`src/rtl/load_store_unit_if.sv`:
```
// Memory bus between the load/store unit (master) and memory (slave).
// One req/ack transaction at a time; rdata is valid in the ack cycle.
interface load_store_unit_if #(
    parameter int unsigned ADDR_W = 16
);
    logic              bus_req;
    logic              bus_we;
    logic [ADDR_W-1:0] bus_addr;
    logic [1:0]        bus_be;
    logic [15:0]       bus_wdata;
    logic              bus_ack;
    logic [15:0]       bus_rdata;

    modport master (
        output bus_req, bus_we, bus_addr, bus_be, bus_wdata,
        input  bus_ack, bus_rdata
    );

    modport slave (
        input  bus_req, bus_we, bus_addr, bus_be, bus_wdata,
        output bus_ack, bus_rdata
    );
endinterface

```
`src/rtl/load_store_unit.sv`:
```
// Load/store unit: turns single load/store requests into req/ack transactions
// on the 16-bit memory bus, handling byte lanes and sign/zero extension, and
// writes loaded data back through the register-file memory port.
// Optional feature: define LSU_MISALIGNED_SPLIT_EN to split misaligned word
// accesses into two byte transactions; otherwise they are rejected with fault.
module load_store_unit #(
    parameter int unsigned ADDR_W      = 16,
    parameter logic [3:0]  RESET_INDEX = 4'd0
) (
    input  logic                      clk,
    input  logic                      rst,
    input  logic                      start,
    input  logic                      op_store,
    input  logic                      op_byte,
    input  logic                      op_signed,
    input  logic [3:0]                reg_index,
    input  logic [ADDR_W-1:0]         addr,
    output logic                      busy,
    output logic                      done,
    output logic                      fault,
    output logic [3:0]                memory_index,
    output logic [15:0]               memory_load,
    output logic                      memory_load_en,
    input  logic [15:0]               memory_store,
    load_store_unit_if.master         bus
);

    typedef enum logic [2:0] {
        S_IDLE,
        S_LATCH,
        S_ACCESS,
`ifdef LSU_MISALIGNED_SPLIT_EN
        S_ACCESS2,
`endif
        S_WRITEBACK
    } state_t;

`ifdef LSU_MISALIGNED_SPLIT_EN
    localparam bit SPLIT_EN = 1'b1;
`else
    localparam bit SPLIT_EN = 1'b0;
`endif

    state_t            state;
    logic              st_store;
    logic              st_byte;
    logic              st_signed;
    logic [ADDR_W-1:0] st_addr;
`ifdef LSU_MISALIGNED_SPLIT_EN
    logic              st_split;
    logic [7:0]        lo_byte;
    logic [7:0]        hi_byte;
`endif

    logic misaligned_c;
    logic reject_c;

    // Word access at an odd address; rejected unless splitting is built in.
    assign misaligned_c = !op_byte && addr[0];
    assign reject_c     = start && misaligned_c && !SPLIT_EN;

    // Byte enables for the first (or only) beat of an access.
    function automatic logic [1:0] lane_be(input logic is_byte, input logic a0);
        if (!is_byte && !a0) return 2'b11;
        else if (a0)         return 2'b10;
        else                 return 2'b01;
    endfunction

    // Load result for a single-beat access: word, or steered and extended byte.
    function automatic logic [15:0] load_result(input logic is_byte, input logic sgn,
                                                input logic a0, input logic [15:0] rdata);
        logic [7:0] b;
        if (!is_byte) return rdata;
        b = a0 ? rdata[15:8] : rdata[7:0];
        return {{8{sgn & b[7]}}, b};
    endfunction

    // Request sequencer with registered bus and register-file port outputs.
    always_ff @(posedge clk) begin
        if (rst) begin
            state          <= S_IDLE;
            st_store       <= 1'b0;
            st_byte        <= 1'b0;
            st_signed      <= 1'b0;
            st_addr        <= '0;
`ifdef LSU_MISALIGNED_SPLIT_EN
            st_split       <= 1'b0;
            lo_byte        <= 8'h00;
            hi_byte        <= 8'h00;
`endif
            busy           <= 1'b0;
            done           <= 1'b0;
            fault          <= 1'b0;
            memory_index   <= RESET_INDEX;
            memory_load    <= 16'h0000;
            memory_load_en <= 1'b0;
            bus.bus_req    <= 1'b0;
            bus.bus_we     <= 1'b0;
            bus.bus_addr   <= '0;
            bus.bus_be     <= 2'b00;
            bus.bus_wdata  <= 16'h0000;
        end else begin
            done           <= 1'b0;
            fault          <= 1'b0;
            memory_load_en <= 1'b0;
            case (state)
                S_IDLE: begin
                    if (reject_c) begin
                        done  <= 1'b1;
                        fault <= 1'b1;
                    end else if (start) begin
                        st_store     <= op_store;
                        st_byte      <= op_byte;
                        st_signed    <= op_signed;
                        st_addr      <= addr;
`ifdef LSU_MISALIGNED_SPLIT_EN
                        st_split     <= misaligned_c;
`endif
                        memory_index <= reg_index;
                        busy         <= 1'b1;
                        if (op_store) begin
                            state <= S_LATCH;
                        end else begin
                            state        <= S_ACCESS;
                            bus.bus_req  <= 1'b1;
                            bus.bus_we   <= 1'b0;
                            bus.bus_addr <= {addr[ADDR_W-1:1], 1'b0};
                            bus.bus_be   <= lane_be(op_byte, addr[0]);
                        end
                    end
                end
                S_LATCH: begin
                    state        <= S_ACCESS;
                    bus.bus_req  <= 1'b1;
                    bus.bus_we   <= 1'b1;
                    bus.bus_addr <= {st_addr[ADDR_W-1:1], 1'b0};
                    bus.bus_be   <= lane_be(st_byte, st_addr[0]);
                    // Byte (and first split) beats carry the low byte in both lanes.
                    if (st_byte || st_addr[0])
                        bus.bus_wdata <= {memory_store[7:0], memory_store[7:0]};
                    else
                        bus.bus_wdata <= memory_store;
`ifdef LSU_MISALIGNED_SPLIT_EN
                    hi_byte <= memory_store[15:8];
`endif
                end
                S_ACCESS: begin
                    if (bus.bus_ack) begin
`ifdef LSU_MISALIGNED_SPLIT_EN
                        if (st_split) begin
                            state         <= S_ACCESS2;
                            bus.bus_addr  <= st_addr + ADDR_W'(1);
                            bus.bus_be    <= 2'b01;
                            bus.bus_wdata <= {hi_byte, hi_byte};
                            lo_byte       <= bus.bus_rdata[15:8];
                        end else
`endif
                        begin
                            bus.bus_req <= 1'b0;
                            bus.bus_we  <= 1'b0;
                            bus.bus_be  <= 2'b00;
                            done        <= 1'b1;
                            if (st_store) begin
                                state        <= S_IDLE;
                                busy         <= 1'b0;
                                memory_index <= RESET_INDEX;
                            end else begin
                                state          <= S_WRITEBACK;
                                memory_load    <= load_result(st_byte, st_signed, st_addr[0],
                                                              bus.bus_rdata);
                                memory_load_en <= 1'b1;
                            end
                        end
                    end
                end
`ifdef LSU_MISALIGNED_SPLIT_EN
                S_ACCESS2: begin
                    if (bus.bus_ack) begin
                        bus.bus_req <= 1'b0;
                        bus.bus_we  <= 1'b0;
                        bus.bus_be  <= 2'b00;
                        done        <= 1'b1;
                        if (st_store) begin
                            state        <= S_IDLE;
                            busy         <= 1'b0;
                            memory_index <= RESET_INDEX;
                        end else begin
                            state          <= S_WRITEBACK;
                            memory_load    <= {bus.bus_rdata[7:0], lo_byte};
                            memory_load_en <= 1'b1;
                        end
                    end
                end
`endif
                S_WRITEBACK: begin
                    state        <= S_IDLE;
                    busy         <= 1'b0;
                    memory_index <= RESET_INDEX;
                end
                default: begin
                    state <= S_IDLE;
                    busy  <= 1'b0;
                end
            endcase
        end
    end

endmodule

```
`src/flat_wrapper.sv`:
```
// flat-port wrapper written by rule: the top's interface ports become plain ports
module load_store_unit_flat 
#(
    parameter int unsigned ADDR_W      = 16,
    parameter logic [3:0]  RESET_INDEX = 4'd0
)
  (clk, rst, start, op_store, op_byte, op_signed, reg_index, addr, busy, done, fault, memory_index, memory_load, memory_load_en, memory_store, bus_bus_req, bus_bus_we, bus_bus_addr, bus_bus_be, bus_bus_wdata, bus_bus_ack, bus_bus_rdata);
  load_store_unit_if #(.ADDR_W(ADDR_W)) bus_i ();
  input  logic clk;
  input  logic rst;
  input  logic start;
  input  logic op_store;
  input  logic op_byte;
  input  logic op_signed;
  input  logic [3:0] reg_index;
  input  logic [ADDR_W-1:0] addr;
  output logic busy;
  output logic done;
  output logic fault;
  output logic [3:0] memory_index;
  output logic [15:0] memory_load;
  output logic memory_load_en;
  input  logic [15:0] memory_store;
  output wire logic [$bits(bus_i.bus_req)-1:0] bus_bus_req;
  output wire logic [$bits(bus_i.bus_we)-1:0] bus_bus_we;
  output wire logic [$bits(bus_i.bus_addr)-1:0] bus_bus_addr;
  output wire logic [$bits(bus_i.bus_be)-1:0] bus_bus_be;
  output wire logic [$bits(bus_i.bus_wdata)-1:0] bus_bus_wdata;
  input wire logic [$bits(bus_i.bus_ack)-1:0] bus_bus_ack;
  input wire logic [$bits(bus_i.bus_rdata)-1:0] bus_bus_rdata;
  assign bus_bus_req = bus_i.bus_req;
  assign bus_bus_we = bus_i.bus_we;
  assign bus_bus_addr = bus_i.bus_addr;
  assign bus_bus_be = bus_i.bus_be;
  assign bus_bus_wdata = bus_i.bus_wdata;
  assign bus_i.bus_ack = bus_bus_ack;
  assign bus_i.bus_rdata = bus_bus_rdata;
  load_store_unit #(.ADDR_W(ADDR_W), .RESET_INDEX(RESET_INDEX)) u_core (.clk(clk), .rst(rst), .start(start), .op_store(op_store), .op_byte(op_byte), .op_signed(op_signed), .reg_index(reg_index), .addr(addr), .busy(busy), .done(done), .fault(fault), .memory_index(memory_index), .memory_load(memory_load), .memory_load_en(memory_load_en), .memory_store(memory_store), .bus(bus_i));
endmodule
```
`config.mk`:
```
export PLATFORM = sky130hd
export DESIGN_NAME = load_store_unit_flat
export DESIGN_NICKNAME = d
export VERILOG_FILES = /design/src/rtl/load_store_unit_if.sv /design/src/rtl/load_store_unit.sv /design/src/flat_wrapper.sv
export SDC_FILE = /design/constraint.sdc
export NUM_CORES = 1
export LEC_CHECK = 0
export ABC_AREA = 0
export BUFFER_PORTS_ARGS = -buffer_cell sky130_fd_sc_hd__buf_2
export CORE_ASPECT_RATIO = 0.9
export CORE_MARGIN = 2
export CORE_UTILIZATION = 51
export CTS_BUF_LIST = sky130_fd_sc_hd__clkbuf_8
export DETAILED_ROUTE_END_ITERATION = 12
export PLACE_DENSITY = 0.82
export SLEW_MARGIN = 40
export SYNTH_ARGS = -nofsm -noshare
export SYNTH_HDL_FRONTEND = slang
export SYNTH_SLANG_ARGS = --single-unit
export TNS_END_PERCENT = 30
```
`constraint.sdc`:
```
create_clock -name clk -period 2.02 [get_ports clk]
set_clock_uncertainty 0.1 [all_clocks]
set_input_delay 0.202 -clock clk [delete_from_list [all_inputs] [get_ports clk]]
set_output_delay 0.202 -clock clk [all_outputs]
set_load 0.02 [all_outputs]
```
==> results <==
- The logic depth of the worst register-to-register path is 7.
- After floorplanning, the core was divided into 28 placement rows.
- The tightest hold margin is 0.00610 ns.
- Clock latency on the worst-skew pair, taken at its later pin, is 0.35 ns.
- TritonCTS built the clock tree.
- The overall fraction of global-route tracks in use is 0.229.
- The tightest slew margin relative to the limit is 0.628.
- The data required time at the worst endpoint is between 2 and 2.5 ns.
- The clock tree synthesis step divided the H-tree into 3 levels.
- For this design the ratio of total power to cell area is 1320 nW/µm².
- The total of warnings raised by yosys is 0.
- Counting flops and latches in the post-synthesis netlist gives 80.
- The fraction of layout instances using a drive strength above 1 is 0.295.
- Synthesis instantiated 33 different standard cells from the library.
- The final cell utilization of the core is 0.679.
- The maximum clock frequency is 0.530 GHz.
- The largest net degree at the start of global routing is 34.
- The synthesized design spends more area on one cell type than any other, namely sky130_fd_sc_hd__dfxtp_1.
- The number of nets in the layout is a little under 600.
- The maximum number of buffers from clock root to sink is 2.
- The share of total power dissipated in sequential elements is 0.382.
- The width of the chip is roughly 90 µm.
- The area fraction in compound gates after synthesis is 0.168.
- The post-synthesis mux area share is 0.0919.
- After filler insertion, the fill cell instance count of the layout stands at 519.
- The top cell type's share of synthesized area is 0.474.
- In the synthesized netlist the async set-or-reset flop fraction comes to 0.
- The combined area of all synthesized cells is 3380 µm².
- The peak supply drop is 0.623 mV.
- The area growth from synthesis to layout is 30.4%.
- Total power for the finished layout comes to 0.00581 W.
- The ratio of final minimum period to clock period is 0.934.
- The top fanout value on the critical path is 30.
- At the worst endpoint, the arrival time is 2.04 ns.
- The total core area is around 6500 µm².
- For the pin with the worst max-slew slack, the measured transition is 0.558 ns.
- The dominant register cell in the synthesized netlist is sky130_fd_sc_hd__dfxtp_1.
- Once the clock tree was built, the setup fixing pass inserted 0 buffers.
- STA classifies the critical path endpoint as a flop.
- Input and output buffers added on the ports amount to 117.
- The initial antenna violation count is 0.
- The adder-cell area share of the yosys netlist is 0.0222.
- Setup repair after global routing left no endpoint under its margin.
- Of the total power, the share spent switching nets is 0.395.
- The root buffer selected by CTS is sky130_fd_sc_hd__clkbuf_8.
- The post-detailed-routing wire length is 8470 µm.
- By startpoint and endpoint, the worst setup path is classified as reg -> reg.
- The via count of the first global-routing pass is 3012.
- The flow ran to the end, and the final reports show no timing, DRC or antenna violations.
- The clock sink count is 80.
- The largest family of logic cells by synthesized area is simple AND/OR/NAND/NOR gates.
- The initial cell density of the core is 0.521.
- The leftover overflow at the end of global routing is 0.
- In the final routed layout, each cell accounts on average for 13.8 µm.
- The minimum clock period is between 1.5 and 2 ns.
- The final routed DRC violation total is 0.
- In the routed layout, each cell is associated on average with a via count of 5.29.
- The number of nets with antenna violations after routing is 0.
- The placed wire-length estimate after detailed placement is 5950 µm.
- The source of the critical timing path is u_core.state[0].
- Of the total synthesized cell area, the portion taken by XOR and XNOR cells is 0.
- The number of pins exceeding their max-slew limit in the final report was 0.
- The first global-routing pass estimated around 14000 µm of wire.
- For this design the total switching power over the nets is about 0.0023 W.
- The length of the first detailed-routing pass in iterations is 4.
- In this run, synthesis inferred 0 flip-flops with an integrated enable.
- After clock tree synthesis, the clock-pin slew on the worst setup and hold paths is ~0.080 ns.
- The sort of element at the start of the critical path is a flop.
- In the synthesized netlist, the number of instances is 393.
- The height of the die is 81.2 µm.
- Of the synthesized area, sequential elements account for 0.474.
- The critical path ends at u_core.bus.bus_addr[9].
- The congestion estimate from routability-driven global placement came to roughly 0.84.
- The first routing iteration left 153 violations.
- The endpoint identified for the worst register-to-register timing path is u_core.bus.bus_addr[9].
- For flop-to-flop paths, the worst setup slack is 0.13 ns.
- The setup TNS after final layout is 0 ns.
- The number of antenna diodes in the final layout is 0.
- The part of the total power dissipated in combinational logic is 0.429.
- The count of final hold-check violations came to 0.
- The total internal power is between 0.003 and 0.004 W.
- The simple-gate share of the synthesized area is 0.199.
- The routed layout has 3235 vias.
- The synthesized area per cell is roughly 8.6 µm².
- The static leakage is between 1.5 and 2 nW.
- The floorplan step defined a die boundary enclosing 7290 µm².
- The number of violations of the max-capacitance limit is 0.
- Counting every net in the synthesized netlist gives 458.
- By area the synthesized netlist is led by sky130_fd_sc_hd__dfxtp_1, sky130_fd_sc_hd__mux2i_1, sky130_fd_sc_hd__nand2_1, sky130_fd_sc_hd__nor2_1, sky130_fd_sc_hd__a211oi_1.
- Setup violations remaining at the end of the flow were counted as 0.
- The startpoint of the worst register-to-register path is u_core.state[0].
- In this run, CTS created clock tree buffers numbering 9.
- During I/O placement, the number of pins put on the boundary was 119.
- The clock group share of total power is 0.189.
- The class of the worst hold path is in -> reg.
[flip-flops by register name (all words and copies together), names as in the netlist, 2 cells and up]
register              flops
u_core.bus.bus_addr      15
u_core.bus.bus_be         2
u_core.bus.bus_wdata     16
u_core.memory_index       4
u_core.memory_load       16
u_core.st_addr           16
u_core.state              2
[power by group through the flow]
stage          combinational [W]  sequential (W)  clock [W]
3_5_place_dp             0.00245         0.00225          0
4_1_cts                  0.00248         0.00222    0.00111
3_3_place_gp             0.00237         0.00223          0
2_1_floorplan            0.00131         0.00263          0
6_report                 0.00249         0.00222    0.00110
5_1_grt                  0.00273         0.00228    0.00119
[per-layer routing]
metal,share of wire,GRT usage
met3,0.062,0.0557
met2,0.49,0.401
met4,0.023,0.0969
met1,0.43,0.275
met5,0,0
[critical path, stage by stage, from the launching register on]
cell	delay (ns)
sky130_fd_sc_hd__dfxtp_2	0.37
sky130_fd_sc_hd__inv_1	0.09
sky130_fd_sc_hd__ha_1	0.30
sky130_fd_sc_hd__nand2b_2	0.15
sky130_fd_sc_hd__o2111a_1	0.25
sky130_fd_sc_hd__buf_12	0.19
sky130_fd_sc_hd__nor2_1	0.07
sky130_fd_sc_hd__a211oi_1	0.26
[cells by family (layout without fill, tap and decap cells)]
kind of cell               count (synthesis)  in the layout
AOI/OAI and AO/OA                         87             87
DFF                                       80             80
and+or+nand+nor                          154            154
other                                      1              1
muxes                                     31             31
buffers and inverters                     34            163
adders and majority gates                  6              6
[Yosys cell counts (8+ instances only)]
cell / instances
sky130_fd_sc_hd__a211oi_1: 23
sky130_fd_sc_hd__a21oi_1: 32
sky130_fd_sc_hd__a311oi_1: 16
sky130_fd_sc_hd__buf_2: 11
sky130_fd_sc_hd__clkbuf_1: 17
sky130_fd_sc_hd__dfxtp_1: 80
sky130_fd_sc_hd__mux2i_1: 31
sky130_fd_sc_hd__nand2_1: 62
sky130_fd_sc_hd__nand2b_1: 8
sky130_fd_sc_hd__nand3_1: 11
sky130_fd_sc_hd__nor2_1: 55
sky130_fd_sc_hd__o21ai_0: 12
[placed cells by master, fill, tap and decap left out, types with 2 or more instances in the layout]
master | netlist | final
sky130_fd_sc_hd__a211oi_1 | 23 | 23
sky130_fd_sc_hd__a21oi_1 | 32 | 32
sky130_fd_sc_hd__a311oi_1 | 16 | 16
sky130_fd_sc_hd__buf_12 | 0 | 2
sky130_fd_sc_hd__buf_2 | 11 | 117
sky130_fd_sc_hd__buf_4 | 1 | 11
sky130_fd_sc_hd__clkbuf_8 | 0 | 12
sky130_fd_sc_hd__clkinv_2 | 0 | 3
sky130_fd_sc_hd__dfxtp_1 | 80 | 78
sky130_fd_sc_hd__dfxtp_2 | 0 | 2
sky130_fd_sc_hd__dlygate4sd3_1 | 0 | 14
sky130_fd_sc_hd__ha_1 | 6 | 3
sky130_fd_sc_hd__ha_2 | 0 | 3
sky130_fd_sc_hd__inv_1 | 2 | 3
sky130_fd_sc_hd__mux2i_1 | 31 | 31
sky130_fd_sc_hd__nand2_1 | 62 | 62
sky130_fd_sc_hd__nand2b_1 | 8 | 8
sky130_fd_sc_hd__nand3_1 | 11 | 11
sky130_fd_sc_hd__nand4_1 | 2 | 2
sky130_fd_sc_hd__nor2_1 | 55 | 55
sky130_fd_sc_hd__nor2b_1 | 3 | 3
sky130_fd_sc_hd__nor3_1 | 3 | 3
sky130_fd_sc_hd__o21ai_0 | 12 | 12
sky130_fd_sc_hd__or3_1 | 3 | 2
[final cells by class]
type / instances / area (µm²) / area share
Multi-Input combinational cell: 279 / 1640 / 0.373
Sequential cell: 80 / 1600 / 0.364
Timing Repair Buffer: 144 / 848 / 0.193
Clock buffer: 12 / 165 / 0.0375
Tap cell: 90 / 113 / 0.0256
Clock inverter: 4 / 18.8 / 0.00426
Inverter: 3 / 11.3 / 0.00256
[worst min-delay path by stage]
stage,start,end,cells past startpoint
after floorplan,op_store,u_core.st_store,2
after global placement,u_core.st_store,u_core.st_store,2
after detailed placement,u_core.st_addr[10],u_core.st_addr[10],2
after CTS,addr[15],u_core.st_addr[15],3
after global routing,memory_store[15],u_core.bus.bus_wdata[15],3
final,addr[8],u_core.st_addr[8],3
[through the flow]
| stage | instance area (µm²) | worst slack, ns | cells |
|---|---|---|---|
| floorplan | 3380 | 0.205 | 393 |
| global placement | 4070 | 0.129 | 582 |
| detailed placement | 4070 | 0.0275 | 582 |
| CTS | 4390 | 0.0172 | 612 |
| global route | 4400 | 0.0349 | 612 |
| finish | 4400 | 0.133 | 612 |
[what timing repair did]
action	4_1_cts	5_1_grt
resized for setup	0	5
hold endpoints to repair	14	0
endpoints found under the setup margin	0	22
hold buffers	14	0
Note: power is estimated with default switching activity, not from simulation.
